--- src/rtl/stopwatch_pkg.sv ---
// Shared types and defaults for the stopwatch control/timebase stage.
package stopwatch_pkg;

  typedef enum logic [1:0] {
    SW_IDLE  = 2'd0,
    SW_RUN   = 2'd1,
    SW_PAUSE = 2'd2
  } sw_state_t;

  localparam int TICK_DIV_DEFAULT  = 1_000_000;
  localparam int DB_CYCLES_DEFAULT = 1_000_000;

endpackage

--- src/rtl/btn_conditioner.sv ---
// Push-button conditioner: 2-FF synchronizer, optional debouncer
// (STOPWATCH_CTRL_DEBOUNCE_EN) and rising-edge detector giving a one-cycle press.
module btn_conditioner
  import stopwatch_pkg::*;
#(
  parameter int DB_CYCLES = DB_CYCLES_DEFAULT
) (
  input  logic clk,
  input  logic reset,
  input  logic btn,
  output logic pressed
);

  logic [1:0] sync_q;
  logic       level;
  logic       level_q;

  always_ff @(posedge clk or posedge reset) begin
    if (reset) sync_q <= '0;
    else       sync_q <= {sync_q[0], btn};
  end

`ifdef STOPWATCH_CTRL_DEBOUNCE_EN
  localparam int DB_W = (DB_CYCLES > 1) ? $clog2(DB_CYCLES) : 1;

  logic [DB_W-1:0] db_cnt;

  // Level follows the synchronized input only after DB_CYCLES consecutive
  // disagreeing samples; any agreement restarts the count.
  always_ff @(posedge clk or posedge reset) begin
    if (reset) begin
      db_cnt <= '0;
      level  <= 1'b0;
    end else if (sync_q[1] == level) begin
      db_cnt <= '0;
    end else if (db_cnt == DB_W'(DB_CYCLES - 1)) begin
      db_cnt <= '0;
      level  <= sync_q[1];
    end else begin
      db_cnt <= db_cnt + 1'b1;
    end
  end
`else
  logic unused_db_cycles;
  assign unused_db_cycles = (DB_CYCLES < 2);
  assign level = sync_q[1];
`endif

  always_ff @(posedge clk or posedge reset) begin
    if (reset) begin
      level_q <= 1'b0;
      pressed <= 1'b0;
    end else begin
      level_q <= level;
      pressed <= level & ~level_q;
    end
  end

endmodule

--- src/rtl/stopwatch_ctrl.sv ---
// Stopwatch control and timebase: IDLE/RUN/PAUSE FSM plus tick prescaler.
// Button debouncing is enabled by defining STOPWATCH_CTRL_DEBOUNCE_EN.
module stopwatch_ctrl
  import stopwatch_pkg::*;
#(
  parameter int TICK_DIV  = TICK_DIV_DEFAULT,
  parameter int DB_CYCLES = DB_CYCLES_DEFAULT
) (
  input  logic       clk,
  input  logic       reset,
  input  logic       btn_start,
  input  logic       btn_clear,
  output logic       tick,
  output logic       clr,
  output logic       running,
  output logic [1:0] state
);

  localparam int DIV_W = $clog2(TICK_DIV);

  logic             start_p;
  logic             clear_p;
  sw_state_t        state_q, state_d;
  logic [DIV_W-1:0] div_cnt, div_d;
  logic             tick_d, clr_d;

  btn_conditioner #(.DB_CYCLES(DB_CYCLES)) u_start (
    .clk     (clk),
    .reset   (reset),
    .btn     (btn_start),
    .pressed (start_p)
  );

  btn_conditioner #(.DB_CYCLES(DB_CYCLES)) u_clear (
    .clk     (clk),
    .reset   (reset),
    .btn     (btn_clear),
    .pressed (clear_p)
  );

  // Clear has priority; the prescaler only advances on cycles that stay in
  // RUN, so a pause freezes the fractional count exactly.
  always_comb begin
    state_d = state_q;
    div_d   = div_cnt;
    tick_d  = 1'b0;
    clr_d   = 1'b0;
    if (clear_p) begin
      state_d = SW_IDLE;
      div_d   = '0;
      clr_d   = 1'b1;
    end else begin
      case (state_q)
        SW_IDLE:  if (start_p) state_d = SW_RUN;
        SW_RUN: begin
          if (start_p) begin
            state_d = SW_PAUSE;
          end else if (div_cnt == DIV_W'(TICK_DIV - 1)) begin
            div_d  = '0;
            tick_d = 1'b1;
          end else begin
            div_d = div_cnt + 1'b1;
          end
        end
        SW_PAUSE: if (start_p) state_d = SW_RUN;
        default:  state_d = SW_IDLE;
      endcase
    end
  end

  always_ff @(posedge clk or posedge reset) begin
    if (reset) begin
      state_q <= SW_IDLE;
      div_cnt <= '0;
      tick    <= 1'b0;
      clr     <= 1'b0;
      running <= 1'b0;
    end else begin
      state_q <= state_d;
      div_cnt <= div_d;
      tick    <= tick_d;
      clr     <= clr_d;
      running <= (state_d == SW_RUN);
    end
  end

  assign state = state_q;

endmodule
--- config.mk ---
export PLATFORM = sky130hd
export DESIGN_NAME = stopwatch_ctrl
export DESIGN_NICKNAME = d
export VERILOG_FILES = /design/src/rtl/stopwatch_pkg.sv /design/src/rtl/btn_conditioner.sv /design/src/rtl/stopwatch_ctrl.sv
export SDC_FILE = /design/constraint.sdc
export NUM_CORES = 1
export LEC_CHECK = 0
export BUFFER_PORTS_ARGS = -buffer_cell sky130_fd_sc_hd__buf_4
export CORE_MARGIN = 2
export CORE_UTILIZATION = 35
export DETAILED_ROUTE_END_ITERATION = 10
export HOLD_SLACK_MARGIN = 0.06
export PLACE_DENSITY = 0.59
export SLEW_MARGIN = 5
export SYNTH_ARGS = -nofsm -noshare
export SYNTH_HDL_FRONTEND = slang
export SYNTH_SLANG_ARGS = --single-unit
--- constraint.sdc ---
create_clock -name clk -period 3.45 [get_ports clk]
set_input_delay 0.345 -clock clk [delete_from_list [all_inputs] [get_ports clk]]
set_output_delay 0.345 -clock clk [all_outputs]
set_load 0.005 [all_outputs]
==> report_table.html, run 1 <==
<table>
<tr><th>Metric</th><th>Value</th></tr>
<tr><th colspan="2">Synth</th></tr>
<tr><td>Cell with the most instances after synthesis</td><td>sky130_fd_sc_hd__dfrtp_1</td></tr>
<tr><td>Top-area cell type share of the netlist area</td><td>52.4%</td></tr>
<tr><td>Sequential area share after synthesis</td><td>a little over half</td></tr>
<tr><td>Number of synthesized register bits</td><td>33</td></tr>
<tr><td>Leading area contributor after synthesis</td><td>sky130_fd_sc_hd__dfrtp_1</td></tr>
<tr><td>Top cells by area, synth</td><td>sky130_fd_sc_hd__dfrtp_1 52%, sky130_fd_sc_hd__xor2_1 3.9%, sky130_fd_sc_hd__a21oi_1 3.8%, sky130_fd_sc_hd__nand2_1 3.1%, sky130_fd_sc_hd__nor2_1 2.6%</td></tr>
<tr><td>Average instance area after synthesis</td><td>10.6 sq um</td></tr>
<tr><td>Combined area of all synthesized cells</td><td>1580 sq um</td></tr>
<tr><td>Synthesized Nets</td><td>153</td></tr>
<tr><td>Most instantiated flip-flop cell in the synthesis netlist</td><td>sky130_fd_sc_hd__dfrtp_1</td></tr>
<tr><td>EDFF count, synth</td><td>0</td></tr>
<tr><td>Count of warnings emitted by yosys</td><td>0</td></tr>
<tr><td>Most instantiated cells after synthesis</td><td>33 x sky130_fd_sc_hd__dfrtp_1, 13 x sky130_fd_sc_hd__nand2_1, 12 x sky130_fd_sc_hd__a21oi_1</td></tr>
<tr><td>Gate count after technology mapping</td><td>around 150</td></tr>
<tr><td>Number of library cell types mapped by synthesis</td><td>42</td></tr>
<tr><td>Share of async-settable or async-resettable flops after synthesis</td><td>100%</td></tr>
<tr><th colspan="2">Worst setup path</th></tr>
<tr><td>Critical path launch point type</td><td>register</td></tr>
<tr><td>Sort of element at the end of the critical path</td><td>register</td></tr>
<tr><td>R2R cell count</td><td>5</td></tr>
<tr><td>Reg2Reg Launch Point</td><td>div_cnt[0]$_DFFE_PP0P_</td></tr>
<tr><td>Critical register-to-register path endpoint</td><td>div_cnt[17]$_DFFE_PP0P_</td></tr>
<tr><td>Reg2reg setup slack</td><td>around 1.4 ns</td></tr>
<tr><td>Arrival time of data at the critical path endpoint</td><td>2.14 ns</td></tr>
<tr><td>Required time of the worst setup path</td><td>3.59 ns</td></tr>
<tr><td>Maximum fanout along the worst path</td><td>15</td></tr>
<tr><td>Path type of the worst setup path</td><td>reg2reg</td></tr>
<tr><th colspan="2">Run</th></tr>
<tr><td>Max-capacitance violation count</td><td>0</td></tr>
<tr><th colspan="2">Clock tree</th></tr>
<tr><td>Clock buffer count from CTS</td><td>5</td></tr>
<tr><td>H-tree depth</td><td>2</td></tr>
<tr><td>Buffers inserted by post-CTS timing repair</td><td>0</td></tr>
<tr><td>Clock latency on the worst-skew pair</td><td>0.29 ns</td></tr>
<tr><td>CTS resizes</td><td>0</td></tr>
<tr><td>Clock-pin slew reported for the worst setup and hold paths after clock tree synthesis</td><td>0.07 ns</td></tr>
<tr><td>Total number of clock tree sinks</td><td>33</td></tr>
<tr><td>Master cell of the clock root buffer</td><td>sky130_fd_sc_hd__clkbuf_8</td></tr>
<tr><td>Hold Buf Count CTS</td><td>0</td></tr>
<tr><td>Number of buffers on the longest clock path</td><td>2</td></tr>
<tr><td>Clock tree from TritonCTS</td><td>yes</td></tr>
<tr><th colspan="2">STA</th></tr>
<tr><td>Slew headroom</td><td>53.1%</td></tr>
<tr><td>Slew @ Worst Pin</td><td>0.704 ns</td></tr>
<tr><td>Number of hold violations in the final report</td><td>0</td></tr>
<tr><td>Worst Clk Skew</td><td>0.00762 ns</td></tr>
<tr><td>Sum of negative setup slack</td><td>0 ns</td></tr>
<tr><td>Slew Limit Fails</td><td>0</td></tr>
<tr><td>Number of failing setup endpoints in the final timing report</td><td>0</td></tr>
<tr><td>Maximum operating frequency</td><td>500 MHz</td></tr>
<tr><td>Clock period minus final worst setup slack</td><td>2.00 ns</td></tr>
<tr><td>Unrepaired setup endpoints after global routing</td><td>no</td></tr>
<tr><td>Fraction of the cycle the final worst path needs</td><td>58.0%</td></tr>
<tr><th colspan="2">Power</th></tr>
<tr><td>Max IR drop VDD</td><td>0.295 mV</td></tr>
<tr><td>Total power per unit cell area</td><td>476 nW/um^2</td></tr>
<tr><td>Static leakage power</td><td>between 0.0007 and 0.0008 uW</td></tr>
<tr><td>Total power after layout</td><td>849 uW</td></tr>
<tr><th colspan="2">Finish</th></tr>
<tr><td>Layout area overhead</td><td>13.3%</td></tr>
<tr><td># fillers</td><td>408</td></tr>
<tr><td>Fraction of final layout cells with drive strength greater than 1</td><td>14.6%</td></tr>
<tr><td>Diode count</td><td>0</td></tr>
<tr><td># nets final</td><td>approximately 160</td></tr>
<tr><td>Core utilization of the finished layout</td><td>approximately 40%</td></tr>
<tr><td>Multi-input gate area</td><td>692 sq um</td></tr>
<tr><td>Flip-flop and latch area</td><td>826 sq um</td></tr>
<tr><th colspan="2">Placement</th></tr>
<tr><td>Final Wtd Congestion</td><td>0.884</td></tr>
<tr><td>Port buffer count</td><td>8</td></tr>
<tr><td>Half-perimeter wire length of the detailed placement result</td><td>2040 microns</td></tr>
<tr><th colspan="2">GRT</th></tr>
<tr><td>Largest net degree at the start of global routing</td><td>34</td></tr>
<tr><td>Number of global-route vias before repair</td><td>between 1,000 and 1,500</td></tr>
<tr><td>Wire length of the first global-routing pass</td><td>between 5000 and 6000 microns</td></tr>
<tr><td>Global-route congestion overflow total</td><td>0</td></tr>
<tr><td>Number of antenna violations at the first check in global routing</td><td>0</td></tr>
<tr><td>GRT Overall Usage</td><td>14.6%</td></tr>
<tr><th colspan="2">Floorplan</th></tr>
<tr><td>Starting density of the core</td><td>36.2%</td></tr>
<tr><td>IO Pins</td><td>9</td></tr>
<tr><td>Die width</td><td>71.1 microns</td></tr>
<tr><td>Core area</td><td>4350 sq um</td></tr>
<tr><td>Vert. Die Dim</td><td>71.1 microns</td></tr>
<tr><td>Die Area</td><td>~5000 sq um</td></tr>
<tr><td>Row cnt</td><td>24</td></tr>
<tr><th colspan="2">Route</th></tr>
<tr><td>DRT Wirelength</td><td>2990 microns</td></tr>
<tr><td>Post-route antenna net violation count</td><td>0</td></tr>
<tr><td>Remaining design rule violation count</td><td>0</td></tr>
<tr><td>First DRT Iteration DRCs</td><td>57</td></tr>
<tr><td>Met1 Routed Length</td><td>1430 microns</td></tr>
<tr><td>Met2 layer wire length in the routed design</td><td>1380 microns</td></tr>
<tr><td>Count of vias placed by the detailed router</td><td>1,131</td></tr>
<tr><td>Met3 layer wire length in the routed design</td><td>96 microns</td></tr>
<tr><td>Initial DRT Pass Iterations</td><td>6</td></tr>
<tr><td>Routed wire length per instance</td><td>around 14 microns</td></tr>
<tr><td>Detailed-route vias per instance</td><td>5.39</td></tr>
<tr><td>Top sig layer</td><td>met4</td></tr>
<tr><th colspan="2">Run status</th></tr>
<tr><td>Status</td><td>finished clean</td></tr>
<tr><th colspan="2">Worst hold path</th></tr>
<tr><td>Worst Hold Class</td><td>in2async</td></tr>
</table>
cell usage in the layout (no fill, tap or decap), drive strengths merged, types with 6 or more instances in the layout:
master / instances
o21ai: 6
xor2: 7
nor2: 11
a21oi: 12
clkbuf: 6
buf: 9
dfrtp: 33
o31ai: 6
nand2: 13
nand3: 6
state kept, by name, summed over array words and instances (netlist names):
name / cells
u_clear.pressed: 1
u_start.level_q: 1
div_cnt: 20
u_clear.sync_q: 2
u_start.sync_q: 2
running: 1
u_clear.level_q: 1
state: 2
tick: 1
clr: 1
u_start.pressed: 1
how the worst max path moves through the flow:
stage                                  from                       to  slack [ns]  cells past startpoint
finish               div_cnt[0]$_DFFE_PP0P_  div_cnt[17]$_DFFE_PP0P_        1.45                      5
floorplan                state[1]$_DFF_PP0_  div_cnt[10]$_DFFE_PP0P_        1.78                      5
global placement    div_cnt[10]$_DFFE_PP0P_   div_cnt[6]$_DFFE_PP0P_        1.48                      4
detailed placement  div_cnt[10]$_DFFE_PP0P_   div_cnt[3]$_DFFE_PP0P_        1.45                      4
global route         div_cnt[0]$_DFFE_PP0P_   div_cnt[3]$_DFFE_PP0P_        1.20                      5
CTS                 div_cnt[10]$_DFFE_PP0P_  div_cnt[17]$_DFFE_PP0P_        1.42                      4
stage by stage:
step                      hold WS, ns  instance area (sq um)  instances  worst slack [ns]
after global placement          0.339                   1670        202              1.48
after detailed placement        0.336                   1670        202              1.45
after global routing            0.149                   1790        210              1.20
final                           0.140                   1790        210              1.45
after CTS                       0.151                   1790        210              1.42
after floorplan                 0.331                   1580        148              1.78
per-layer routing:
layer	track usage, %	vias up
li1	-	558
met3	4.56	7
met1	19.5	549
met2	21.1	17
met5	0	-
met4	7.76	0
cell type report:
class | instances | area share, %
Sequential cell | 33 | 46.3
Multi-Input combinational cell | 104 | 38.8
Clock buffer | 6 | 4.63
Timing Repair Buffer | 9 | 3.78
Tap cell | 52 | 3.64
Clock inverter | 2 | 2.10
Inverter | 4 | 0.841
power by group:
group	leakage [uW]	total, uW	internal [uW]	switching, uW
clock	0.0000574	377	235	142
combinational	0.000230	54.2	22.5	31.7
sequential	0.000440	418	402	15.8
total	0.000727	849	660	190
critical path: stages (launching register included):
cell	delay [ns]
sky130_fd_sc_hd__dfrtp_1	0.38
sky130_fd_sc_hd__ha_1	0.18
sky130_fd_sc_hd__and2_1	0.31
sky130_fd_sc_hd__nand4_1	0.26
sky130_fd_sc_hd__o31ai_4	0.60
sky130_fd_sc_hd__a21oi_1	0.10
cells by family (layout without fill, tap and decap cells):
| family | Yosys count | in the layout | synth area share [%] |
|---|---|---|---|
| compound gates | 34 | 34 | 17.1 |
| xor+xnor | 7 | 7 | 3.89 |
| fa+ha+maj | 1 | 1 | 0.794 |
| buf+inv | 11 | 21 | 3.65 |
| flops | 33 | 33 | 52.4 |
| simple gates | 62 | 62 | 22.2 |
No activity file was read; power rests on OpenSTA's default activity.
==> inputs of run 2 (changes only) <==
--- a/config.mk
+++ b/config.mk
@@ -5,12 +5,13 @@
 export SDC_FILE = /design/constraint.sdc
 export NUM_CORES = 1
 export LEC_CHECK = 0
+export ABC_AREA = 1
 export BUFFER_PORTS_ARGS = -buffer_cell sky130_fd_sc_hd__buf_4
 export CORE_MARGIN = 2
 export CORE_UTILIZATION = 35
 export DETAILED_ROUTE_END_ITERATION = 10
 export HOLD_SLACK_MARGIN = 0.06
-export PLACE_DENSITY = 0.59
+export PLACE_DENSITY = 0.6
 export SLEW_MARGIN = 5
 export SYNTH_ARGS = -nofsm -noshare
 export SYNTH_HDL_FRONTEND = slang
==> constraint.sdc (replaced) <==
create_clock -name clk -period 1.76 [get_ports clk]
set_input_delay 0.176 -clock clk [delete_from_list [all_inputs] [get_ports clk]]
set_output_delay 0.176 -clock clk [all_outputs]
set_load 0.005 [all_outputs]
==> run 2 against run 1 <==
Register-to-register slack worse by 1.3 ns. Clock-buffer cell count unchanged. First-iteration DRC count rose to 2.7 times the previous value. Core utilization up 0.94 points. Synthesized cell count up 44%. Flip-flop and latch count unchanged. Synthesized area up 7.1%. Clock power up 95%. Clock skew about the same. Die area up 6.8%. Critical path type unchanged. Critical endpoint is now div_cnt[14]$_DFFE_PP0P_. Highest routed layer unchanged.
==> report_table.html, run 2 <==
<table>
<tr><th>Metric</th><th>Value</th></tr>
<tr><th colspan="2">Run status</th></tr>
<tr><td>Status</td><td>finished clean</td></tr>
<tr><th colspan="2">Route</th></tr>
<tr><td>Count of vias placed by the detailed router</td><td>1,360</td></tr>
<tr><td>Initial DRT Pass Iterations</td><td>4</td></tr>
<tr><td>DRT Wirelength</td><td>3310 microns</td></tr>
<tr><td>Remaining design rule violation count</td><td>0</td></tr>
<tr><td>First DRT Iteration DRCs</td><td>154</td></tr>
<tr><td>Routed wire length per instance</td><td>roughly 12 microns</td></tr>
<tr><td>Detailed-route vias per instance</td><td>roughly 4.8</td></tr>
<tr><td>Post-route antenna net violation count</td><td>0</td></tr>
<tr><th colspan="2">Synth</th></tr>
<tr><td>Most instantiated cells after synthesis</td><td>50 x sky130_fd_sc_hd__nand2_1, 37 x sky130_fd_sc_hd__nor2_1, 33 x sky130_fd_sc_hd__dfrtp_1</td></tr>
<tr><td>Most instantiated flip-flop cell in the synthesis netlist</td><td>sky130_fd_sc_hd__dfrtp_1</td></tr>
<tr><td>EDFF count, synth</td><td>0</td></tr>
<tr><td>Complex-gate fraction of the synthesized area</td><td>4.52%</td></tr>
<tr><td>Cell with the most instances after synthesis</td><td>sky130_fd_sc_hd__nand2_1</td></tr>
<tr><td>Share of async-settable or async-resettable flops after synthesis</td><td>100%</td></tr>
<tr><td>Post-synthesis adder-cell area fraction</td><td>0.741%</td></tr>
<tr><td>Post-synthesis share of cell area spent on xor and xnor gates</td><td>3.63%</td></tr>
<tr><td>Sequential area share after synthesis</td><td>48.9%</td></tr>
<tr><td>Average instance area after synthesis</td><td>roughly 7.9 sq um</td></tr>
<tr><td>Leading area contributor after synthesis</td><td>sky130_fd_sc_hd__dfrtp_1</td></tr>
<tr><td>Area share of and/or/nand/nor cells after synthesis</td><td>34.5%</td></tr>
<tr><td>Share of synthesized area spent on multiplexers</td><td>0%</td></tr>
<tr><td>Gate count after technology mapping</td><td>213</td></tr>
<tr><td>Combined area of all synthesized cells</td><td>1690 sq um</td></tr>
<tr><td>Main combinational cell family by area after synthesis</td><td>simple AND/OR/NAND/NOR gates</td></tr>
<tr><td>Top-area cell type share of the netlist area</td><td>between 40% and 50%</td></tr>
<tr><td>Count of warnings emitted by yosys</td><td>0</td></tr>
<tr><td>Number of synthesized register bits</td><td>33</td></tr>
<tr><td>Number of library cell types mapped by synthesis</td><td>24</td></tr>
<tr><td>Synthesized Nets</td><td>between 200 and 250</td></tr>
<tr><td>Top cells by area, synth</td><td>sky130_fd_sc_hd__dfrtp_1 49%, sky130_fd_sc_hd__nand2_1 11%, sky130_fd_sc_hd__nor2_1 8.2%, sky130_fd_sc_hd__inv_1 6.0%, sky130_fd_sc_hd__nand3_1 4.7%</td></tr>
<tr><th colspan="2">Run</th></tr>
<tr><td>Max-capacitance violation count</td><td>0</td></tr>
<tr><th colspan="2">Worst setup path</th></tr>
<tr><td>Path type of the worst setup path</td><td>reg2reg</td></tr>
<tr><td>Maximum fanout along the worst path</td><td>10</td></tr>
<tr><td>Sort of element at the end of the critical path</td><td>register</td></tr>
<tr><td>Critical path launch point type</td><td>register</td></tr>
<tr><td>Required time of the worst setup path</td><td>around 1.9 ns</td></tr>
<tr><td>Arrival time of data at the critical path endpoint</td><td>1.76 ns</td></tr>
<tr><th colspan="2">Finish</th></tr>
<tr><td># fillers</td><td>491</td></tr>
<tr><td>Commonest non-fill, non-tap cell in the layout</td><td>sky130_fd_sc_hd__nand2_1</td></tr>
<tr><td>Flip-flop count of the largest register after layout</td><td>20</td></tr>
<tr><td>Final cell count without fillers</td><td>286</td></tr>
<tr><td>Highest-count cells in the layout ignoring fill and taps</td><td>50 x sky130_fd_sc_hd__nand2_1, 37 x sky130_fd_sc_hd__nor2_1, 33 x sky130_fd_sc_hd__dfrtp_1, 27 x sky130_fd_sc_hd__inv_1, 16 x sky130_fd_sc_hd__nand3_1</td></tr>
<tr><td>Core utilization of the finished layout</td><td>41.9%</td></tr>
<tr><td>Register name with the most flops</td><td>div_cnt</td></tr>
<tr><td>Diode count</td><td>0</td></tr>
<tr><td># nets final</td><td>236</td></tr>
<tr><td>Fraction of final layout cells with drive strength greater than 1</td><td>approximately 15%</td></tr>
<tr><td>Layout area overhead</td><td>16.6%</td></tr>
<tr><th colspan="2">Clock tree</th></tr>
<tr><td>Number of buffers on the longest clock path</td><td>2</td></tr>
<tr><td>Clock latency on the worst-skew pair</td><td>0.29 ns</td></tr>
<tr><td>Clock-pin slew reported for the worst setup and hold paths after clock tree synthesis</td><td>0.07 ns</td></tr>
<tr><td>H-tree depth</td><td>2</td></tr>
<tr><td>Buffers inserted by post-CTS timing repair</td><td>0</td></tr>
<tr><td>Clock buffer count from CTS</td><td>5</td></tr>
<tr><td>Clock tree from TritonCTS</td><td>yes</td></tr>
<tr><td>Master cell of the clock root buffer</td><td>sky130_fd_sc_hd__clkbuf_8</td></tr>
<tr><td>Total number of clock tree sinks</td><td>33</td></tr>
<tr><th colspan="2">Floorplan</th></tr>
<tr><td>Row cnt</td><td>25</td></tr>
<tr><td>Die Area</td><td>5390 sq um</td></tr>
<tr><td>Vert. Die Dim</td><td>73.4 microns</td></tr>
<tr><td>Starting density of the core</td><td>36.0%</td></tr>
<tr><td>Die width</td><td>roughly 73 microns</td></tr>
<tr><td>IO Pins</td><td>9</td></tr>
<tr><td>Core area</td><td>4690 sq um</td></tr>
<tr><th colspan="2">Placement</th></tr>
<tr><td>Half-perimeter wire length of the detailed placement result</td><td>2430 microns</td></tr>
<tr><td>Dpl cells</td><td>275</td></tr>
<tr><td>Final Wtd Congestion</td><td>0.823</td></tr>
<tr><td>Port buffer count</td><td>8</td></tr>
<tr><th colspan="2">Worst hold path</th></tr>
<tr><td>Worst Hold Class</td><td>reg2reg</td></tr>
<tr><th colspan="2">STA</th></tr>
<tr><td>Fraction of the cycle the final worst path needs</td><td>89.9%</td></tr>
<tr><td>Unrepaired setup endpoints after global routing</td><td>no</td></tr>
<tr><td>Sum of negative setup slack</td><td>0 ns</td></tr>
<tr><td>Number of failing setup endpoints in the final timing report</td><td>0</td></tr>
<tr><td>Number of hold violations in the final report</td><td>0</td></tr>
<tr><td>Clock period minus final worst setup slack</td><td>1.58 ns</td></tr>
<tr><td>Worst Clk Skew</td><td>0.00806 ns</td></tr>
<tr><td>Slew @ Worst Pin</td><td>~0.40 ns</td></tr>
<tr><td>Slew headroom</td><td>73.6%</td></tr>
<tr><td>Slew Limit Fails</td><td>0</td></tr>
<tr><td>Maximum operating frequency</td><td>approximately 630 MHz</td></tr>
<tr><th colspan="2">Power</th></tr>
<tr><td>Total power after layout</td><td>1700 uW</td></tr>
<tr><td>Total power per unit cell area</td><td>864 nW/um^2</td></tr>
<tr><td>Max IR drop VDD</td><td>around 0.26 mV</td></tr>
<tr><td>Static leakage power</td><td>0.000941 uW</td></tr>
<tr><th colspan="2">GRT</th></tr>
<tr><td>Largest net degree at the start of global routing</td><td>34</td></tr>
<tr><td>GRT Overall Usage</td><td>between 10% and 20%</td></tr>
<tr><td>Number of global-route vias before repair</td><td>1,369</td></tr>
<tr><td>Wire length of the first global-routing pass</td><td>just over 6000 microns</td></tr>
<tr><td>Global-route congestion overflow total</td><td>0</td></tr>
<tr><td>Number of antenna violations at the first check in global routing</td><td>0</td></tr>
</table>
## run 2: timing repair
| item | in CTS | in global routing |
|---|---|---|
| resized for setup | 0 | 1 |
| hold buffers | 3 | 0 |
| endpoints found under the setup margin | 0 | 6 |
| hold endpoints to repair | 35 | 0 |
## run 2: critical path, stage by stage (launching register included)
cell                       delay (ns)
sky130_fd_sc_hd__dfrtp_1         0.40
sky130_fd_sc_hd__ha_2            0.22
sky130_fd_sc_hd__nand2_1         0.07
sky130_fd_sc_hd__nor2_1          0.10
sky130_fd_sc_hd__nand2_1         0.09
sky130_fd_sc_hd__nor2_1          0.11
sky130_fd_sc_hd__nand2_1         0.10
sky130_fd_sc_hd__nand2_1         0.08
sky130_fd_sc_hd__nand2_2         0.10
sky130_fd_sc_hd__clkinv_4        0.12
sky130_fd_sc_hd__nor2_1          0.06
## run 2: layout make-up
| class | count | area, sq um | area share, % |
|---|---|---|---|
| clock buffers | 6 | 82.6 | 4.20 |
| clock inverters | 2 | 37.5 | 1.91 |
| inverters | 31 | 121 | 6.17 |
| multi-input cells | 148 | 736 | 37.4 |
| flip-flops and latches | 33 | 826 | 42.0 |
| well taps | 54 | 67.6 | 3.43 |
| repair buffers | 12 | 97.6 | 4.96 |
## run 2: final timing paths
| path | start | to | slack, ns | depth (start not counted) |
|---|---|---|---|---|
| hold / removal | u_start.sync_q[0]$_DFF_PP0_ | u_start.sync_q[1]$_DFF_PP0_ | 0.35 | 0 |
| setup reg to reg | div_cnt[0]$_DFFE_PP0P_ | div_cnt[14]$_DFFE_PP0P_ | 0.18 | 10 |
| setup / recovery | div_cnt[0]$_DFFE_PP0P_ | div_cnt[14]$_DFFE_PP0P_ | 0.18 | 10 |
| hold reg to reg | u_start.sync_q[0]$_DFF_PP0_ | u_start.sync_q[1]$_DFF_PP0_ | 0.35 | 0 |
| max in group asynchronous | reset | div_cnt[12]$_DFFE_PP0P_ | 0.94 | 4 |
| min in group asynchronous | reset | u_clear.sync_q[0]$_DFF_PP0_ | 0.52 | 4 |
## run 2: kinds of logic after synthesis
| kind of cell | count (synthesis) |
|---|---|
| DFF | 33 |
| xor gates and xnor gates | 7 |
| adders and majority gates | 1 |
| and+or+nand+nor | 127 |
| AOI/OAI and AO/OA | 13 |
| buffers and inverters | 32 |
## run 2: stage by stage
stage	hold slack, ns	instance area [sq um]	setup WS (ns)
after global routing	0.365	1970	0.00694
after global placement	0.286	1820	0.203
after detailed placement	0.287	1820	0.186
after floorplan	0.207	1690	0.413
final	0.355	1970	0.177
after CTS	0.358	1970	0.168
## run 2: where the power goes
group | total, uW | switching, uW | internal (uW)
combinational | 136 | 85.1 | 50.5
clock | 736 | 276 | 460
sequential | 828 | 34.4 | 794
total | 1700 | 396 | 1300
## run 2: metal layers
metal,vias to the layer above,global-route usage (%),part of all wire (%)
met3,10,3.70,3.7
met5,-,0,0
li1,705,-,-
met4,0,8.08,3.7
met2,25,23.5,44
met1,620,19.2,49
==> inputs of run 3 (changes only) <==
--- a/config.mk
+++ b/config.mk
@@ -12,7 +12,9 @@
 export DETAILED_ROUTE_END_ITERATION = 10
 export HOLD_SLACK_MARGIN = 0.06
 export PLACE_DENSITY = 0.6
+export SETUP_SLACK_MARGIN = 0.05
 export SLEW_MARGIN = 5
 export SYNTH_ARGS = -nofsm -noshare
 export SYNTH_HDL_FRONTEND = slang
+export SYNTH_HIERARCHICAL = 1
 export SYNTH_SLANG_ARGS = --single-unit
==> run 3 against run 2 <==
Maximum frequency rose by 3.6%. Die area up 4.6%. Design area increased by 4.3%. Cell count rose by 11%. Critical path type unchanged. Critical endpoint is now div_cnt[10]$_DFFE_PP0P_. Highest routed layer unchanged.
==> report_table.html, run 3 <==
<table>
<tr><th>Metric</th><th>Value</th></tr>
<tr><th colspan="2">Run</th></tr>
<tr><td>Max-capacitance violation count</td><td>0</td></tr>
<tr><th colspan="2">Finish</th></tr>
<tr><td># nets final</td><td>254</td></tr>
<tr><td>Flip-flop and latch area</td><td>826 sq um</td></tr>
<tr><td>Register name with the most flops</td><td>div_cnt</td></tr>
<tr><td>Fraction of final layout cells with drive strength greater than 1</td><td>17.2%</td></tr>
<tr><td>Flip-flop count of the largest register after layout</td><td>20</td></tr>
<tr><td>Multi-input gate area</td><td>786 sq um</td></tr>
<tr><td>Highest-count cells in the layout ignoring fill and taps</td><td>61 x sky130_fd_sc_hd__nand2_1, 40 x sky130_fd_sc_hd__nor2_1, 33 x sky130_fd_sc_hd__dfrtp_1, 30 x sky130_fd_sc_hd__inv_1, 15 x sky130_fd_sc_hd__nand3_1</td></tr>
<tr><td># fillers</td><td>489</td></tr>
<tr><td>Layout area overhead</td><td>15.9%</td></tr>
<tr><td>Final cell count without fillers</td><td>between 300 and 400</td></tr>
<tr><td>Commonest non-fill, non-tap cell in the layout</td><td>sky130_fd_sc_hd__nand2_1</td></tr>
<tr><td>Diode count</td><td>0</td></tr>
<tr><th colspan="2">Floorplan</th></tr>
<tr><td>IO Pins</td><td>9</td></tr>
<tr><td>Starting density of the core</td><td>37.0%</td></tr>
<tr><td>Vert. Die Dim</td><td>75.1 microns</td></tr>
<tr><td>Die width</td><td>75.1 microns</td></tr>
<tr><td>Core area</td><td>4790 sq um</td></tr>
<tr><td>Row cnt</td><td>25</td></tr>
<tr><td>Die Area</td><td>5640 sq um</td></tr>
<tr><th colspan="2">Worst setup path</th></tr>
<tr><td>Sort of element at the end of the critical path</td><td>register</td></tr>
<tr><td>Critical register-to-register path endpoint</td><td>div_cnt[10]$_DFFE_PP0P_</td></tr>
<tr><td>R2R cell count</td><td>7</td></tr>
<tr><td>Reg2Reg Launch Point</td><td>div_cnt[0]$_DFFE_PP0P_</td></tr>
<tr><td>Required time of the worst setup path</td><td>roughly 1.9 ns</td></tr>
<tr><td>Critical path launch point type</td><td>register</td></tr>
<tr><td>Path type of the worst setup path</td><td>reg2reg</td></tr>
<tr><td>Maximum fanout along the worst path</td><td>5</td></tr>
<tr><td>Arrival time of data at the critical path endpoint</td><td>1.70 ns</td></tr>
<tr><td>Reg2reg setup slack</td><td>0.23 ns</td></tr>
<tr><th colspan="2">Clock tree</th></tr>
<tr><td>Total number of clock tree sinks</td><td>33</td></tr>
<tr><td>Clock-pin slew reported for the worst setup and hold paths after clock tree synthesis</td><td>about 0.080 ns</td></tr>
<tr><td>Master cell of the clock root buffer</td><td>sky130_fd_sc_hd__clkbuf_8</td></tr>
<tr><td>Clock latency on the worst-skew pair</td><td>0.29 ns</td></tr>
<tr><td>Clock tree from TritonCTS</td><td>yes</td></tr>
<tr><td>Number of buffers on the longest clock path</td><td>2</td></tr>
<tr><td>Clock buffer count from CTS</td><td>5</td></tr>
<tr><td>H-tree depth</td><td>2</td></tr>
<tr><th colspan="2">Synth</th></tr>
<tr><td>Top cells by area, synth</td><td>sky130_fd_sc_hd__dfrtp_1 47%, sky130_fd_sc_hd__nand2_1 13%, sky130_fd_sc_hd__nor2_1 8.5%, sky130_fd_sc_hd__inv_1 6.4%, sky130_fd_sc_hd__nand3_1 4.2%</td></tr>
<tr><td>Share of async-settable or async-resettable flops after synthesis</td><td>100%</td></tr>
<tr><td>Synthesized Nets</td><td>236</td></tr>
<tr><td>Cell with the most instances after synthesis</td><td>sky130_fd_sc_hd__nand2_1</td></tr>
<tr><td>Most instantiated cells after synthesis</td><td>61 x sky130_fd_sc_hd__nand2_1, 40 x sky130_fd_sc_hd__nor2_1, 33 x sky130_fd_sc_hd__dfrtp_1</td></tr>
<tr><td>Count of warnings emitted by yosys</td><td>6</td></tr>
<tr><td>Combined area of all synthesized cells</td><td>1770 sq um</td></tr>
<tr><td>EDFF count, synth</td><td>0</td></tr>
<tr><td>Number of library cell types mapped by synthesis</td><td>24</td></tr>
<tr><td>Gate count after technology mapping</td><td>about 230</td></tr>
<tr><td>Top-area cell type share of the netlist area</td><td>46.6%</td></tr>
<tr><td>Most instantiated flip-flop cell in the synthesis netlist</td><td>sky130_fd_sc_hd__dfrtp_1</td></tr>
<tr><td>Leading area contributor after synthesis</td><td>sky130_fd_sc_hd__dfrtp_1</td></tr>
<tr><td>Number of synthesized register bits</td><td>33</td></tr>
<tr><td>Average instance area after synthesis</td><td>7.66 sq um</td></tr>
<tr><td>Sequential area share after synthesis</td><td>46.6%</td></tr>
<tr><th colspan="2">Power</th></tr>
<tr><td>Total power per unit cell area</td><td>818 nW/um^2</td></tr>
<tr><td>Max IR drop VDD</td><td>about 0.54 mV</td></tr>
<tr><td>Static leakage power</td><td>slightly below 0.001 uW</td></tr>
<tr><th colspan="2">Route</th></tr>
<tr><td>First DRT Iteration DRCs</td><td>85</td></tr>
<tr><td>Post-route antenna net violation count</td><td>0</td></tr>
<tr><td>Remaining design rule violation count</td><td>0</td></tr>
<tr><td>DRT Wirelength</td><td>approximately 3400 microns</td></tr>
<tr><td>Detailed-route vias per instance</td><td>4.43</td></tr>
<tr><td>Routed wire length per instance</td><td>10.8 microns</td></tr>
<tr><td>Initial DRT Pass Iterations</td><td>4</td></tr>
<tr><td>Count of vias placed by the detailed router</td><td>1,405</td></tr>
<tr><th colspan="2">Placement</th></tr>
<tr><td>Dpl cells</td><td>306</td></tr>
<tr><td>Half-perimeter wire length of the detailed placement result</td><td>2560 microns</td></tr>
<tr><td>Final Wtd Congestion</td><td>0.879</td></tr>
<tr><td>Dpl ws</td><td>between 0.2 and 0.3 ns</td></tr>
<tr><td>Port buffer count</td><td>8</td></tr>
<tr><th colspan="2">STA</th></tr>
<tr><td>Sum of negative setup slack</td><td>0 ns</td></tr>
<tr><td>Number of hold violations in the final report</td><td>0</td></tr>
<tr><td>Slew Limit Fails</td><td>0</td></tr>
<tr><td>Slew headroom</td><td>78.4%</td></tr>
<tr><td>Unrepaired setup endpoints after global routing</td><td>no</td></tr>
<tr><td>Slew @ Worst Pin</td><td>0.324 ns</td></tr>
<tr><td>Fraction of the cycle the final worst path needs</td><td>86.8%</td></tr>
<tr><td>Number of failing setup endpoints in the final timing report</td><td>0</td></tr>
<tr><td>Clock period minus final worst setup slack</td><td>1.53 ns</td></tr>
<tr><td>Final worst-path setup slack</td><td>0.232 ns</td></tr>
<tr><td>Worst Clk Skew</td><td>0.00647 ns</td></tr>
<tr><td>Maximum operating frequency</td><td>655 MHz</td></tr>
<tr><th colspan="2">Run status</th></tr>
<tr><td>Status</td><td>finished clean</td></tr>
<tr><th colspan="2">GRT</th></tr>
<tr><td>Wire length of the first global-routing pass</td><td>6060 microns</td></tr>
<tr><td>GRT Overall Usage</td><td>14.5%</td></tr>
<tr><td>Largest net degree at the start of global routing</td><td>26</td></tr>
<tr><td>Number of global-route vias before repair</td><td>between 1,000 and 1,500</td></tr>
<tr><td>Global-route congestion overflow total</td><td>0</td></tr>
<tr><td>Number of antenna violations at the first check in global routing</td><td>0</td></tr>
<tr><th colspan="2">Worst hold path</th></tr>
<tr><td>Worst Hold Class</td><td>in2async</td></tr>
</table>
==> run 3: changes by cell type in the layout (fill, tap and decap cells not counted), sizes merged, moves of 2 or more <==
cell / delta
clkinv: +2
nor2: +4
nand4: -6
o21ai: -3
inv: +4
nand2: +12
nand3: +2
nor3: +2
==> run 3: report_power, final <==
group          internal [uW]  switching (uW)  leakage (uW)
logic                   48.6            80.5      0.000479
clock network            424             313     0.0000543
registers                788            25.0      0.000440
total                   1260             418      0.000973
==> run 3: metrics by stage <==
stage | power, uW | cell area [sq um] | util [%] | hold slack [ns]
after floorplan | 909 | 1770 | - | -0.0579
after global placement | 954 | 1910 | 39.8 | 0.0831
after detailed placement | 956 | 1910 | 39.8 | 0.0876
after CTS | 1700 | 2050 | 42.9 | 0.328
after global routing | 1760 | 2050 | 42.9 | 0.336
final | 1680 | 2050 | 42.9 | 0.336
==> run 3: worst max-delay path, stage by stage, from the launching register on <==
cell and delay [ns]:
sky130_fd_sc_hd__dfrtp_1 0.41, sky130_fd_sc_hd__ha_1 0.21, sky130_fd_sc_hd__nand3_2 0.13, sky130_fd_sc_hd__nor2_4 0.16
sky130_fd_sc_hd__nand2_1 0.10, sky130_fd_sc_hd__nor2_2 0.17, sky130_fd_sc_hd__xor2_1 0.18, sky130_fd_sc_hd__nor2_1 0.06
==> run 3: what timing repair did <==
| action | in CTS | in global routing |
|---|---|---|
| hold buffers | 3 | 0 |
| hold endpoints to repair | 35 | 0 |
| setup buffers | 0 | 0 |
| gates resized for setup | 0 | 0 |
==> run 3: cell families (layout without fill, tap and decap cells) <==
logic type | after synthesis | after routing | share of synthesized area (%)
compound gates | 9 | 9 | 3.04
xor+xnor | 8 | 8 | 3.96
fa+ha+maj | 1 | 1 | 0.707
buf+inv | 38 | 57 | 8.97
flops | 33 | 33 | 46.6
simple gates | 142 | 142 | 36.7
==> run 3: worst max-delay path by stage <==
stage / slack (ns) / endpoint / start / cells past startpoint
after CTS: 0.22 / div_cnt[10]$_DFFE_PP0P_ / div_cnt[0]$_DFFE_PP0P_ / 7
after detailed placement: 0.26 / div_cnt[10]$_DFFE_PP0P_ / div_cnt[0]$_DFFE_PP0P_ / 7
after floorplan: 0.43 / div_cnt[10]$_DFFE_PP0P_ / div_cnt[0]$_DFFE_PP0P_ / 7
after global routing: 0.14 / div_cnt[10]$_DFFE_PP0P_ / div_cnt[0]$_DFFE_PP0P_ / 7
final: 0.23 / div_cnt[10]$_DFFE_PP0P_ / div_cnt[0]$_DFFE_PP0P_ / 7
after global placement: 0.26 / div_cnt[10]$_DFFE_PP0P_ / div_cnt[0]$_DFFE_PP0P_ / 7
==> run 3: area by class of cell <==
class	count	share of cell area, %
Clock buffer	5	3.35
Inverter	36	6.65
Tap cell	67	4.09
Timing Repair Buffer	13	5.12
Multi-Input combinational cell	160	38.3
Sequential cell	33	40.2
Clock inverter	3	2.26
==> run 3: routing by layer <==
| metal | share of wire, % | vias to the layer above | global-route usage [%] |
|---|---|---|---|
| met5 | 0 | - | 0 |
| met4 | 0.70 | 0 | 4.17 |
| met3 | 3.3 | 2 | 4.02 |
| met2 | 47 | 24 | 23.3 |
| met1 | 49 | 638 | 19.2 |
| li1 | - | 741 | - |
